--- config.mk ---
export PLATFORM = sky130hd
export DESIGN_NAME = cpu_div_unit
export DESIGN_NICKNAME = d
export VERILOG_FILES = /design/src/rtl/cpu_div_unit.sv
export SDC_FILE = /design/constraint.sdc
export NUM_CORES = 1
export LEC_CHECK = 0
export BUFFER_PORTS_ARGS = -buffer_cell sky130_fd_sc_hd__clkbuf_2
export CORE_MARGIN = 10
export CORE_UTILIZATION = 35
export CTS_CLUSTER_SIZE = 25
export DETAILED_ROUTE_END_ITERATION = 8
export GPL_ROUTABILITY_DRIVEN = 0
export PLACE_DENSITY = 0.52
export SYNTH_ARGS = -nofsm -noshare
export SYNTH_HDL_FRONTEND = slang
export SYNTH_SLANG_ARGS = --single-unit
--- constraint.sdc ---
create_clock -name clk -period 3.6 [get_ports clk]
set_input_delay 0.36 -clock clk [delete_from_list [all_inputs] [get_ports clk]]
set_output_delay 0.36 -clock clk [all_outputs]
set_load 0.005 [all_outputs]
--- src/rtl/cpu_div_unit.sv ---
// rtl/cpu_div_unit.sv - radix-2 restoring divide/remainder unit with one-cycle register-file writeback
module cpu_div_unit #(
  parameter int REG_COUNT = 16,
  parameter int REG_WIDTH = 16,
  localparam int ADDR_WIDTH = $clog2(REG_COUNT)
) (
  input  logic                  clk,
  input  logic                  rst_n,
  input  logic                  start,
  input  logic [1:0]            op,
  input  logic [REG_WIDTH-1:0]  dividend,
  input  logic [REG_WIDTH-1:0]  divisor,
  input  logic [ADDR_WIDTH-1:0] rd,
  input  logic                  flush,
  output logic                  busy,
  output logic                  pending_valid,
  output logic [ADDR_WIDTH-1:0] pending_rd,
  output logic [ADDR_WIDTH-1:0] rd1,
  output logic                  rd1_write_enable,
  output logic [REG_WIDTH-1:0]  rd1_write_data
);

  localparam int CNT_WIDTH = $clog2(REG_WIDTH) + 1;
  localparam logic [CNT_WIDTH-1:0] LAST_ITER = CNT_WIDTH'(REG_WIDTH - 1);
  localparam logic [REG_WIDTH-1:0] MIN_NEG = {1'b1, {(REG_WIDTH-1){1'b0}}};

  typedef enum logic [1:0] {IDLE, CALC, FIX, WB} state_t;
  state_t state, state_next;

  logic [1:0]            op_q;
  logic [ADDR_WIDTH-1:0] rd_q;
  logic [REG_WIDTH-1:0]  dividend_q, divisor_q, divisor_mag_q;
  logic [REG_WIDTH-1:0]  quo_q, rem_q;
  logic [CNT_WIDTH-1:0]  cnt_q;
  logic                  neg_quo_q, neg_rem_q;

  logic                  accept;
  logic                  dividend_neg, divisor_neg;
  logic [REG_WIDTH:0]    part_rem;
  logic                  fits;
  logic                  div_zero, overflow;
  logic [REG_WIDTH-1:0]  quotient, remainder, result;

  assign accept       = (state == IDLE) && start && !flush;
  assign dividend_neg = op[0] && dividend[REG_WIDTH-1];
  assign divisor_neg  = op[0] && divisor[REG_WIDTH-1];

  // Shifted partial remainder keeps one extra bit so the trial subtract never overflows.
  assign part_rem = {rem_q, quo_q[REG_WIDTH-1]};
  assign fits     = part_rem >= {1'b0, divisor_mag_q};

  assign div_zero = (divisor_q == '0);
  assign overflow = op_q[0] && (dividend_q == MIN_NEG) && (divisor_q == '1);

  always_comb begin
    quotient  = neg_quo_q ? -quo_q : quo_q;
    remainder = neg_rem_q ? -rem_q : rem_q;
    if (div_zero) begin
      quotient  = '1;
      remainder = dividend_q;
    end else if (overflow) begin
      quotient  = dividend_q;
      remainder = '0;
    end
    result = op_q[1] ? remainder : quotient;
  end

  always_comb begin
    state_next = state;
    case (state)
      IDLE:    if (accept) state_next = CALC;
      CALC:    if (cnt_q == LAST_ITER) state_next = FIX;
      FIX:     state_next = WB;
      WB:      state_next = IDLE;
      default: state_next = IDLE;
    endcase
    if (flush) state_next = IDLE;
  end

  always_ff @(posedge clk or negedge rst_n) begin
    if (!rst_n) state <= IDLE;
    else        state <= state_next;
  end

  always_ff @(posedge clk or negedge rst_n) begin
    if (!rst_n) begin
      op_q          <= '0;
      rd_q          <= '0;
      dividend_q    <= '0;
      divisor_q     <= '0;
      divisor_mag_q <= '0;
      quo_q         <= '0;
      rem_q         <= '0;
      cnt_q         <= '0;
      neg_quo_q     <= 1'b0;
      neg_rem_q     <= 1'b0;
    end else if (accept) begin
      op_q          <= op;
      rd_q          <= rd;
      dividend_q    <= dividend;
      divisor_q     <= divisor;
      divisor_mag_q <= divisor_neg ? -divisor : divisor;
      quo_q         <= dividend_neg ? -dividend : dividend;
      rem_q         <= '0;
      cnt_q         <= '0;
      neg_quo_q     <= dividend_neg ^ divisor_neg;
      neg_rem_q     <= dividend_neg;
    end else if (state == CALC) begin
      rem_q <= fits ? REG_WIDTH'(part_rem - {1'b0, divisor_mag_q}) : part_rem[REG_WIDTH-1:0];
      quo_q <= {quo_q[REG_WIDTH-2:0], fits};
      cnt_q <= cnt_q + 1'b1;
    end
  end

  // Writeback is loaded on the FIX->WB edge so the strobe is a clean registered pulse.
  always_ff @(posedge clk or negedge rst_n) begin
    if (!rst_n) begin
      rd1              <= '0;
      rd1_write_enable <= 1'b0;
      rd1_write_data   <= '0;
    end else if ((state == FIX) && !flush && (rd_q != '0)) begin
      rd1              <= rd_q;
      rd1_write_enable <= 1'b1;
      rd1_write_data   <= result;
    end else begin
      rd1              <= '0;
      rd1_write_enable <= 1'b0;
      rd1_write_data   <= '0;
    end
  end

  assign busy          = (state != IDLE);
  assign pending_valid = busy && (rd_q != '0);
  assign pending_rd    = busy ? rd_q : '0;

endmodule

; Word-level counts from Yosys, hierarchy flattened
; Index checks and enable logic that the tools add are counted.
; Widths: inputs -> output; s select.
[totals]
wordCells = 70
ff_bits = 116
inputBits = 42
[classes]
order_cmp = 1
eq_ne = 8
n_addsub = 6
n_reduce_logical = 16
bitwise_logic = 1
muxes = 24
[op_table]
columns = operator, count
row1 = $mux 16, 15
row2 = $neg 16->16, 4
row3 = $eq 16x16->1 const B, 2
row4 = $ge 17x16->1, 1
row5 = $logic_not 16->1, 1
row6 = $sub 16x16->16, 1
row7 = $mux 5, 2
row8 = $logic_and 1x1->1, 9
row9 = $mux 4, 2
row10 = $pmux 2 s4, 1
row11 = $mux 2, 3
row12 = $ne 3x3->1 const B, 2
row13 = $add 5x1->5 const B, 1
row14 = $eq 5x4->1 const B, 1
row15 = $eq 2x2->1 const B, 2
row16 = $reduce_bool 2->1, 2
row17 = $reduce_bool 4->1, 1
row18 = $eq 2x1->1 const B, 1
row19 = $logic_not 2->1, 1
row20 = $reduce_and 2->1, 1
row21 = $logic_not 1->1, 1
row22 = $mux 1, 1
row23 = $xor 1x1->1, 1

; Longest topological paths before layout
; Gate-level depths: netlist of run 1.
[depth]
depth_word = 7
mapped_depth = 12
mapped_depth_nobuf = 12

; Worst setup path before layout of run 1
; Ideal clock, no wire load.
[synth_path]
path_kind = flip-flop to flip-flop
from = reg rem_q[0]
to = reg rem_q[13]
period_less_slack_ns = 2.459
required_ns = 3.524
setup_time_ns = 0.076
path_stages_with_launch = 10
arrival_time_ns = 2.383
slack_ns = 1.141
path_buffers = 0
cell_sequence = dfrtp_1 > ha_1 > nor2b_2 > o211ai_2 > a31o_4 > o21ai_4 > nand2_1 > a32o_2 > or4_1 > o21ai_1
[synth_between]
elab_chain_len = 4
word_cells_on_any_way = 5
cone_classes = add/sub: 1 / order compare: 1 / mux: 3
[synth_rtl]
columns = item, line
row1 = start: declaration, 33  ; logic [REG_WIDTH-1:0] quo_q, rem_q;
row2 = start signal: assignment, 109  ; rem_q <= fits ? REG_WIDTH'(part_rem - {1'b0, divisor_mag_q}) : part_rem[REG_WIDTH-1:0];
row3 = $sub 16x16->16 or $ge 17x16->1 (tied branches), "109, 50"
row4 = $mux 16 (*), 109
row5 = $mux 16 (*), 108  ; end else if (state == CALC) begin
row6 = $mux 16 (*), 97  ; end else if (accept) begin
; Mark *: on every way between the ends. The rest lies on a longest branch, timed or not. The select of a mux whose other input is x is not followed.
; A chain may end at the register's enable or synchronous reset.

; Worst setup path after layout of run 1
[layout_path]
from = reg rem_q[7]
to = reg rem_q[13]
; Same word-level chain as after synthesis.

==> reports/results.ini, run 1 <==
[run_status]
status = finished, final reports clean

[sta]
clock_skew_ns = 0.00854
period_share_pct = 79.9
clock.fmax_mhz = 348
final_max_slew_viol_count = 0
final-hold-violation-count = 0
hold_ws_ns = 0.140
finalCriticalPeriod_ns = 2.88
fin_tns_setup_ns = 0
tightest_slew_ns = 0.973
rsz0062_at_grt = false
setup_viol = 0
slew_headroom_pct = 34.9

[synth]
syn-num-nets = 895
yosysUniqueCellTypes = 60
synth-edff-count = 0
synth.area.top_cells = dfrtp_1 (41%), nand2_1 (9.0%), xnor2_1 (5.8%)
seq_area_frac_synth_pct = 40.7
ys_ff_latch = 115
yosysTopAreaCellShare_pct = 40.7
avgSynthCellArea_sq_um = 8.55
ys.flop_type = dfrtp_1
yosys.area.top_type = dfrtp_1
synthCells = 827
yosysWarnings = 0
syn-cell-area_sq_mm = 0.00707
ys_async_sr_fraction_pct = 100

[die]
num_rows = 51
core_sq_mm = 0.0197
fp.dieW_um = 162
start_util_pct = 36.0
die-area_sq_mm = 0.0263
num_io_pins = 69
die_y_um = 162

[clock_tree]
cts-hold-fix-buffers = 1
ctsHtreeMaxLevel = 4
postCtsSetupRepairBufs = 0
clockRootBuffer = clkbuf_16
cts_resized = 0
path_clk_slew_ns = 0.06
clk-insertion-delay-late_ns = 0.42
clock-sinks = 115
cts_buffer_depth = 2
cts_made_buffers = 17
cts_tree = done

[global_route]
grt_pass1_wl_um = 33300
overflow = 0
grt_antenna_before_repair = 0
grt_pass1_vias = 5918
grtUsageTotal_pct = 15.9
grt_max_degree = 74

[finish]
areaGrowthSynthToFinish_pct = 17.2
drive_gt1_share_pct = 13.8
insertedDiodeCount = 0
nNetsFinal = 955

[worst_setup_path]
cp-start-kind = flop
regToRegSetupSlack_ns = 0.72
crit_required_ns = 3.95
path_max_fanout = 23
slowest_delay_ns = 0.58
cp.arrival_ns = 3.22
end_kind = flop
worstPathCellList = ha_1, nand3_1, o211ai_1, nor2_1, o21ai_4, nand2_1, a32o_2, or4_1, o21ai_1
cp_top_family = compound AO/OA/AOI/OAI gates
path_buf_inv = 0
cpMaxStageDelayCell = or4_1
crit_type = flop to flop

[drt]
drt_iter0_drc = 505
vias = 6101
routedWlPerCell_um = 17.7
vias_per_cell = 5.25
drcViolationCount = 0
first_pass_iters = 5
ant_nets = 0
routed_wirelength_um = 20600

[power_and_ir_drop]
leakage_nw = 3.77
p_per_area_mw_per_mm2 = 1000
swShare_pct = 43.9
p_int_mw = 4.66
p_clk_share_pct = 19.7
combPwrFrac_pct = 49.9
ir_drop_mv = 0.429
seqPwrFrac_pct = 30.4
power_switching_mw = 3.65

[worst_hold_path]
hold_path_class = primary input to flop

[place]
io_buffer_count = 68
hpwlAfterDp_um = 15400

[flow_run]
maxCapViolCount = 0

-- power groups by stage --
stage	Clock [mW]	Sequential [mW]	Combinational, mW
finish	1.64	2.52	4.15
global route	1.71	2.62	4.68
CTS	1.66	2.52	4.16
detailed placement	0	2.54	4.15
global placement	0	2.53	4.14
floorplan	0	2.27	3.25
-- final cells by class --
type | count | area [sq um]
clock inverter | 4 | 47.5
sequential | 115 | 2880
timing repair buffer | 81 | 468
clock buffer | 25 | 515
inverter | 46 | 173
tap | 265 | 332
multi-input combinational | 626 | 3870
fill | 2090 | 11400
-- flip-flops by register name, indices dropped and copies added, names as in the netlist --
name              cells
cnt_q                 5
dividend_q           16
divisor_mag_q        15
divisor_q            16
neg_quo_q             1
neg_rem_q             1
op_q                  2
quo_q                16
rd1                   4
rd1_write_data       16
rd1_write_enable      1
rd_q                  4
rem_q                16
state                 2
-- placed cells by master (no fill, tap or decap), drive strengths merged, types with 8 or more instances in the layout --
cell | netlist | routed
mux2i | 29 | 29
xor2 | 20 | 20
nor4 | 16 | 16
o21ai | 71 | 71
o31ai | 15 | 15
dfrtp | 115 | 115
buf | 5 | 13
clkbuf | 35 | 92
a211oi | 17 | 17
nor2 | 40 | 40
inv | 46 | 46
and2 | 8 | 8
nand4 | 12 | 12
nand2 | 170 | 170
xnor2 | 47 | 47
nand3 | 13 | 13
a21oi | 45 | 45
nor3 | 20 | 20
ha | 25 | 25
-- Yosys cell counts, types with 3 or more instances --
library cell and count:
a31oi_1 5, o21ai_1 4, a21oi_1 45, nor3_1 20, dfrtp_1 115, or3_1 4
a311oi_1 6, inv_1 46, mux2i_1 29, a211oi_1 17, nand2_1 170, o21ai_0 66
buf_1 3, ha_1 25, o31ai_1 14, nor2_1 40, nor2b_1 5, nand4_1 11
a221oi_1 3, nor3b_1 3, xor2_1 20, nand3_1 13, xnor2_1 47, and3_1 4
a22oi_1 4, o22ai_1 6, nand2b_1 5, clkbuf_1 35, o41ai_1 5, nor4_1 16
and2_1 6
-- cell families after synthesis --
family,Yosys count,share of synthesized area (%)
AND/OR/NAND/NOR,313,20.4
AO/OA/AOI/OAI,189,16.9
adder cells (fa/ha/maj),26,4.71
flip-flops,115,40.7
XOR/XNOR,67,8.30
buffers and inverters,86,4.60
multiplexers,31,4.42
-- per-stage QoR --
stage	power, mW	worst slack [ns]	util [%]	area (sq um)	cells
after global routing	9.02	0.580	42.2	8290	1162
after floorplan	5.52	1.14	-	7070	827
final	8.31	0.724	42.2	8290	1162
after global placement	6.67	0.797	39.3	7710	1132
after detailed placement	6.68	0.741	39.3	7710	1132
after CTS	8.34	0.732	42.2	8290	1162
-- worst reg2reg max path, delay by kind of cell, from the launching register on --
family	cells	cell delay (ns)
compound gates	4	0.94
simple gates	4	0.91
flops	1	0.48
fa+ha+maj	1	0.48
-- routing by layer --
metal / up-vias / global-route usage (%) / routed length, um / share of wire [%]
met5: - / 0 / 0 / 0
met4: 0 / 4.09 / 214 / 1.0
met3: 12 / 3.79 / 1190 / 5.8
met2: 156 / 22.9 / 8790 / 43
met1: 2934 / 23.0 / 10400 / 50
li1: 2999 / - / - / -
-- worst paths after layout --
path	from	to	cells after the start
min in group asynchronous	rst_n	cnt_q[2]	2
max reg2reg	rem_q[7]	rem_q[13]	9
max in group asynchronous	rst_n	divisor_mag_q[14]	3
max	rem_q[7]	rem_q[13]	9
min reg2reg	divisor_mag_q[6]	divisor_mag_q[6]	2
min	rd[1]	rd_q[1]	3
(Power assumes the default switching activity.)
==> run 2: changes to the inputs <==
- PLACE_DENSITY: 0.52 -> 0.54
- clock period: 3.6 -> 2.6 ns (I/O delays scaled with it)
==> run 2 against run 1 <==
First-iteration DRC count grew 33%. Register-to-register slack lost 0.64 ns. Wire length is essentially flat. Worst hold slack lost 0.10 ns. Sequential power grew 32%. Power grew 50%. Worst setup slack lost 0.64 ns. Clock power grew 47%. Global-route usage grew 0.23 points. Cell count grew 3.0%. Final area grew 5.2%. Clock skew is essentially flat. Critical endpoint unchanged. Highest routed layer unchanged.
==> reports/results.ini, run 2 (synthesized netlist as in run 1, its figures left out) <==
[worst_setup_path]
cpMaxStageDelayCell = or4_1
end_kind = flop
reg2reg_from = divisor_mag_q[2]
path_max_fanout = 6  ; -74%
cp.arrival_ns = 2.86  ; -0.36 ns
crit_start = divisor_mag_q[2]
cp-start-kind = flop
crit_type = flop to flop
worstPathCellList = inv_1, ha_1, o211ai_2, a31o_4, o21ai_4, nand2_1, a32o_2, or4_1, o21ai_1
crit_required_ns = 2.94  ; -1.01 ns
slowest_delay_ns = 0.53  ; -0.05 ns

[clock_tree]
clockRootBuffer = clkbuf_16
clk-insertion-delay-late_ns = 0.42  ; about the same
cts_tree = done
path_clk_slew_ns = 0.06  ; about the same
ctsHtreeMaxLevel = 4  ; unchanged
cts_made_buffers = 17  ; unchanged
cts_buffer_depth = 2  ; unchanged
clock-sinks = 115  ; unchanged

[worst_hold_path]
hp-start = rd[3]
hold_path_class = primary input to flop

[drt]
routed_wirelength_um = 20600  ; about the same
met2WireLength_um = 8800  ; about the same
m1WireLength_um = 10300  ; -1.0%
vias = 6182  ; +1.3%
drt_iter0_drc = 670  ; +33%
drcViolationCount = 0  ; unchanged
route.met3.wl_um = 1290  ; +8.3%
vias_per_cell = 5.16  ; -1.6%
routedWlPerCell_um = 17.2  ; -2.9%
ant_nets = 0  ; unchanged
first_pass_iters = 5  ; unchanged
highest_layer = met4

[global_route]
grt_pass1_wl_um = 33800  ; +1.6%
grt_max_degree = 69  ; -6.8%
grt_antenna_before_repair = 0  ; unchanged
grt_pass1_vias = 6160  ; +4.1%
overflow = 0  ; unchanged
grtUsageTotal_pct = 16.1  ; +0.23 points

[power_and_ir_drop]
seqPwrFrac_pct = 26.7  ; -3.7 points
leakage_nw = 3.97  ; +5.3%
p_per_area_mw_per_mm2 = 1430  ; +43%
swShare_pct = 42.4  ; -1.5 points
combPwrFrac_pct = 53.9  ; +4.0 points
ir_drop_mv = 0.681  ; +59%
power_switching_mw = 5.28  ; +45%
p_int_mw = 7.19  ; +54%
p_clk_share_pct = 19.4  ; -0.3 points

[die]
start_util_pct = 36.0  ; unchanged
core_sq_mm = 0.0197  ; unchanged
num_io_pins = 69  ; unchanged
die_y_um = 162  ; unchanged
num_rows = 51  ; unchanged
fp.dieW_um = 162  ; unchanged
die-area_sq_mm = 0.0263  ; unchanged

[sta]
setup_viol = 0  ; unchanged
finalCriticalPeriod_ns = 2.51  ; -0.363 ns
tightest_slew_ns = 0.666  ; -0.307 ns
final-hold-violation-count = 0  ; unchanged
clock_skew_ns = 0.00892  ; +0.000384 ns
period_share_pct = 96.7  ; +17 points
fin_tns_setup_ns = 0  ; unchanged
final_max_slew_viol_count = 0  ; unchanged
slew_headroom_pct = 55.2  ; +20 points
clock.fmax_mhz = 398  ; +14%

[finish]
insertedDiodeCount = 0  ; unchanged
areaGrowthSynthToFinish_pct = 23.4
fin_util_pct = 44.4  ; +2.2 points
fin_area_sq_mm = 0.00872  ; +5.2%
layout_common_cells = nand2_1 (170), dfrtp_1 (115), clkbuf_2 (67), o21ai_0 (66), xnor2_1 (47)
drive_gt1_share_pct = 18.6  ; +4.7 points
layout_commonest_cell = nand2_1
nNetsFinal = 987  ; +3.4%
stdcell_count = 1197  ; +3.0%

[place]
placed_cell_area_sq_mm = 0.00799  ; +3.6%
dp_cells = 1162  ; +2.7%
io_buffer_count = 68  ; unchanged
hpwlAfterDp_um = 15500  ; +0.60%

[run_status]
status = finished, final reports clean

[flow_run]
maxCapViolCount = 0  ; unchanged

-- run 2: worst paths after layout --
| kind | slack, ns | depth (start not counted) | end |
|---|---|---|---|
| hold reg to reg | 0.48 | 2 | divisor_mag_q[14] |
| setup reg to reg | 0.09 | 9 | rem_q[13] |
| max in group asynchronous | 1.60 | 3 | rd1_write_data[4] |
| hold / removal | 0.04 | 3 | rd_q[3] |
| min in group asynchronous | 0.35 | 2 | cnt_q[0] |
| setup / recovery | 0.09 | 9 | rem_q[13] |
-- run 2: what timing repair did --
item                       4_1_cts  5_1_grt
hold buffers                     1        0
setup endpoints to repair        0        9
buffers inserted                 0        2
gates resized for setup          0       18
hold endpoints to repair        33        0
-- run 2: cell type report --
type                            count  area [sq um]
Clock buffer                       22           474
Tap cell                          265           332
Inverter                           46           173
Clock inverter                     10           130
Multi-Input combinational cell    626          3980
Timing Repair Buffer              113           758
Fill cell                        2022         10900
Sequential cell                   115          2880
-- run 2: power groups by stage --
stage	Clock, mW	Sequential (mW)	Combinational [mW]
6_report	2.41	3.33	6.72
5_1_grt	2.54	3.45	7.56
4_1_cts	2.45	3.31	6.45
3_5_place_dp	0	3.33	6.42
3_3_place_gp	0	3.33	6.39
2_1_floorplan	0	3.14	4.51
-- run 2: metrics by stage --
stage	setup WS, ns	hold slack (ns)	total power [mW]
global placement	0.0497	0.264	9.72
global route	-0.0112	0.0396	13.5
floorplan	0.141	-0.0356	7.65
finish	0.0867	0.0359	12.5
detailed placement	0.0482	0.263	9.75
CTS	0.0376	0.0216	12.2
-- run 2: layer usage --
metal	track usage, %	vias to the layer above
li1	-	3069
met1	22.8	2903
met2	23.8	186
met3	3.74	24
met4	4.67	0
met5	0	-
-- run 2: critical path, delay by kind of cell (launching register included) --
| kind | cells | cell delay, ns |
|---|---|---|
| and+or+nand+nor | 2 | 0.63 |
| DFF | 1 | 0.34 |
| AOI/OAI and AO/OA | 5 | 0.99 |
| adders and majority gates | 1 | 0.40 |
| buffers and inverters | 1 | 0.05 |
==> run 3: changes to the inputs <==
- REMOVE_ABC_BUFFERS: unset -> 1
==> run 3 against run 2 <==
Cell count rose by 0.42%. Critical endpoint is now rd1_write_data[15]. Worst setup slack got worse by 0.011 ns. Register-to-register slack barely moved. Highest routed layer unchanged. Non-clock buffer count rose by 5. Wire length rose by 2.1%.
==> reports/results.ini, run 3 (synthesized netlist as in run 1, its figures left out) <==
[finish]
drive_gt1_share_pct = 19.4  ; +0.86 points
layout_common_cells = nand2_1 (169), dfrtp_1 (115), clkbuf_2 (68), o21ai_0 (66), xnor2_1 (47)
stdcell_count = 1202  ; +0.42%
insertedDiodeCount = 0  ; unchanged
fin_area_sq_mm = 0.00875  ; +0.29%
areaGrowthSynthToFinish_pct = 23.7
nNetsFinal = 992  ; +0.51%
layout_commonest_cell = nand2_1
fin_util_pct = 44.5  ; +0.13 points
fillers = 2025  ; +0.15%

[worst_hold_path]
min_path_cells = 3  ; unchanged
hp-start = rd[1]
hold_end = rd_q[1]
hold_path_class = primary input to flop

[power_and_ir_drop]
leakage_nw = 4.00  ; +0.62%
p_per_area_mw_per_mm2 = 1430  ; +0.13%
ir_drop_mv = 0.773  ; +14%

[worst_setup_path]
cp-start-kind = flop
regToRegSetupSlack_ns = 0.08  ; about the same
worstReg2RegEnd = rd1_write_data[15]
crit_type = flop to flop
end_kind = flop
cp.arrival_ns = 2.83  ; -0.03 ns
path_max_fanout = 5  ; -1
reg2reg_depth = 6  ; -3
crit_required_ns = 2.91  ; -0.03 ns
reg2reg_from = rem_q[10]

[sta]
clock_skew_ns = 0.00680  ; -0.00212 ns
rsz0062_at_grt = true
final_max_slew_viol_count = 0  ; unchanged
clock.fmax_mhz = 396  ; -0.45%
tightest_slew_ns = 0.719  ; +0.0522 ns
period_share_pct = 97.1  ; +0.44 points
setup_viol = 0  ; unchanged
slew_headroom_pct = 52.0  ; -3.2 points
final-hold-violation-count = 0  ; unchanged
finalCriticalPeriod_ns = 2.52  ; +0.0114 ns
hold_ws_ns = 0.0279  ; -0.00798 ns

[drt]
routedWlPerCell_um = 17.5  ; +1.6%
ant_nets = 0  ; unchanged
routed_wirelength_um = 21000  ; +2.1%
drt_iter0_drc = 419  ; -37%
drcViolationCount = 0  ; unchanged
vias = 6245  ; +1.0%
vias_per_cell = 5.20  ; +0.60%
first_pass_iters = 5  ; unchanged

[place]
hpwlAfterDp_um = 15500  ; about the same
placed_cell_area_sq_mm = 0.00799  ; about the same
dp_cells = 1165  ; +0.26%
io_buffer_count = 68  ; unchanged

[clock_tree]
cts_buffer_depth = 2  ; unchanged
clockRootBuffer = clkbuf_16
cts_made_buffers = 17  ; unchanged
ctsHtreeMaxLevel = 4  ; unchanged
clock-sinks = 115  ; unchanged
cts_tree = done
path_clk_slew_ns = 0.06  ; about the same
clk-insertion-delay-late_ns = 0.43  ; about the same

[flow_run]
maxCapViolCount = 0  ; unchanged

[die]
num_rows = 51  ; unchanged
die-area_sq_mm = 0.0263  ; unchanged
core_sq_mm = 0.0197  ; unchanged
die_y_um = 162  ; unchanged
start_util_pct = 36.0  ; unchanged
num_io_pins = 69  ; unchanged
fp.dieW_um = 162  ; unchanged

[global_route]
grt_pass1_vias = 6260  ; +1.6%
grt_max_degree = 71  ; +2.9%
overflow = 0  ; unchanged
grt_antenna_before_repair = 0  ; unchanged
grt_pass1_wl_um = 34200  ; +1.3%
grtUsageTotal_pct = 16.3  ; +0.21 points

[run_status]
status = finished, final reports clean

==> run 3: metal layers <==
layer	routed length (um)	track usage [%]	vias to the layer above
met2	9420	24.4	123
met3	864	3.59	23
met1	10400	22.7	3002
met5	0	0	-
li1	-	-	3097
met4	327	5.54	0
==> run 3: where the power goes <==
group          internal [mW]  leakage, nW  total, mW  switching [mW]
logic                   3.03         2.23       6.71            3.68
registers               2.56         1.46       3.32           0.756
clock network           1.57        0.304       2.50           0.926
total                   7.16         4.00       12.5            5.36
==> run 3: worst max path at each step <==
stage                     cells after the start              from                  to  slack, ns
final                                         6         rem_q[10]  rd1_write_data[15]       0.08
after global placement                        8          rem_q[2]  rd1_write_data[10]       0.06
after detailed placement                      8          rem_q[2]  rd1_write_data[10]       0.02
after floorplan                               6          state[0]            rem_q[2]      -2.61
after CTS                                    10  divisor_mag_q[1]           rem_q[13]       0.01
after global routing                         12         quo_q[15]           rem_q[12]     -0.002
==> run 3: worst max-delay path, cell delays in order (launching register included) <==
cell      delay (ns)
dfrtp_1         0.47
or4_4           0.61
or4_4           0.46
o31ai_4         0.26
xnor2_1         0.17
a221oi_2        0.09
a311oi_2        0.35
==> run 3: layout make-up <==
cell class	instances	area (sq um)	area share, %
sequential	115	2880	32.9
clock inverter	13	176	2.02
multi-input combinational	626	3970	45.4
inverter	46	173	1.97
timing repair buffer	118	768	8.78
clock buffer	19	453	5.18
tap	265	332	3.79
==> run 3: through the flow <==
step	setup slack [ns]	total power, mW	TNS (ns)
2_1_floorplan	-2.61	7.58	-140.77
3_3_place_gp	0.0579	9.62	0
3_5_place_dp	0.0231	9.63	0
4_1_cts	0.0143	12.2	0
5_1_grt	-0.00193	13.5	-0.00339
6_report	0.0753	12.5	0
==> run 3: what timing repair did <==
item / in CTS / in global routing
resized for setup: 1 / 19
hold endpoints to repair: 34 / 0
pin swaps: 0 / 4
setup endpoints to repair: 1 / 14
cloned: 0 / 0
hold buffers: 1 / 0
setup buffers: 0 / 4
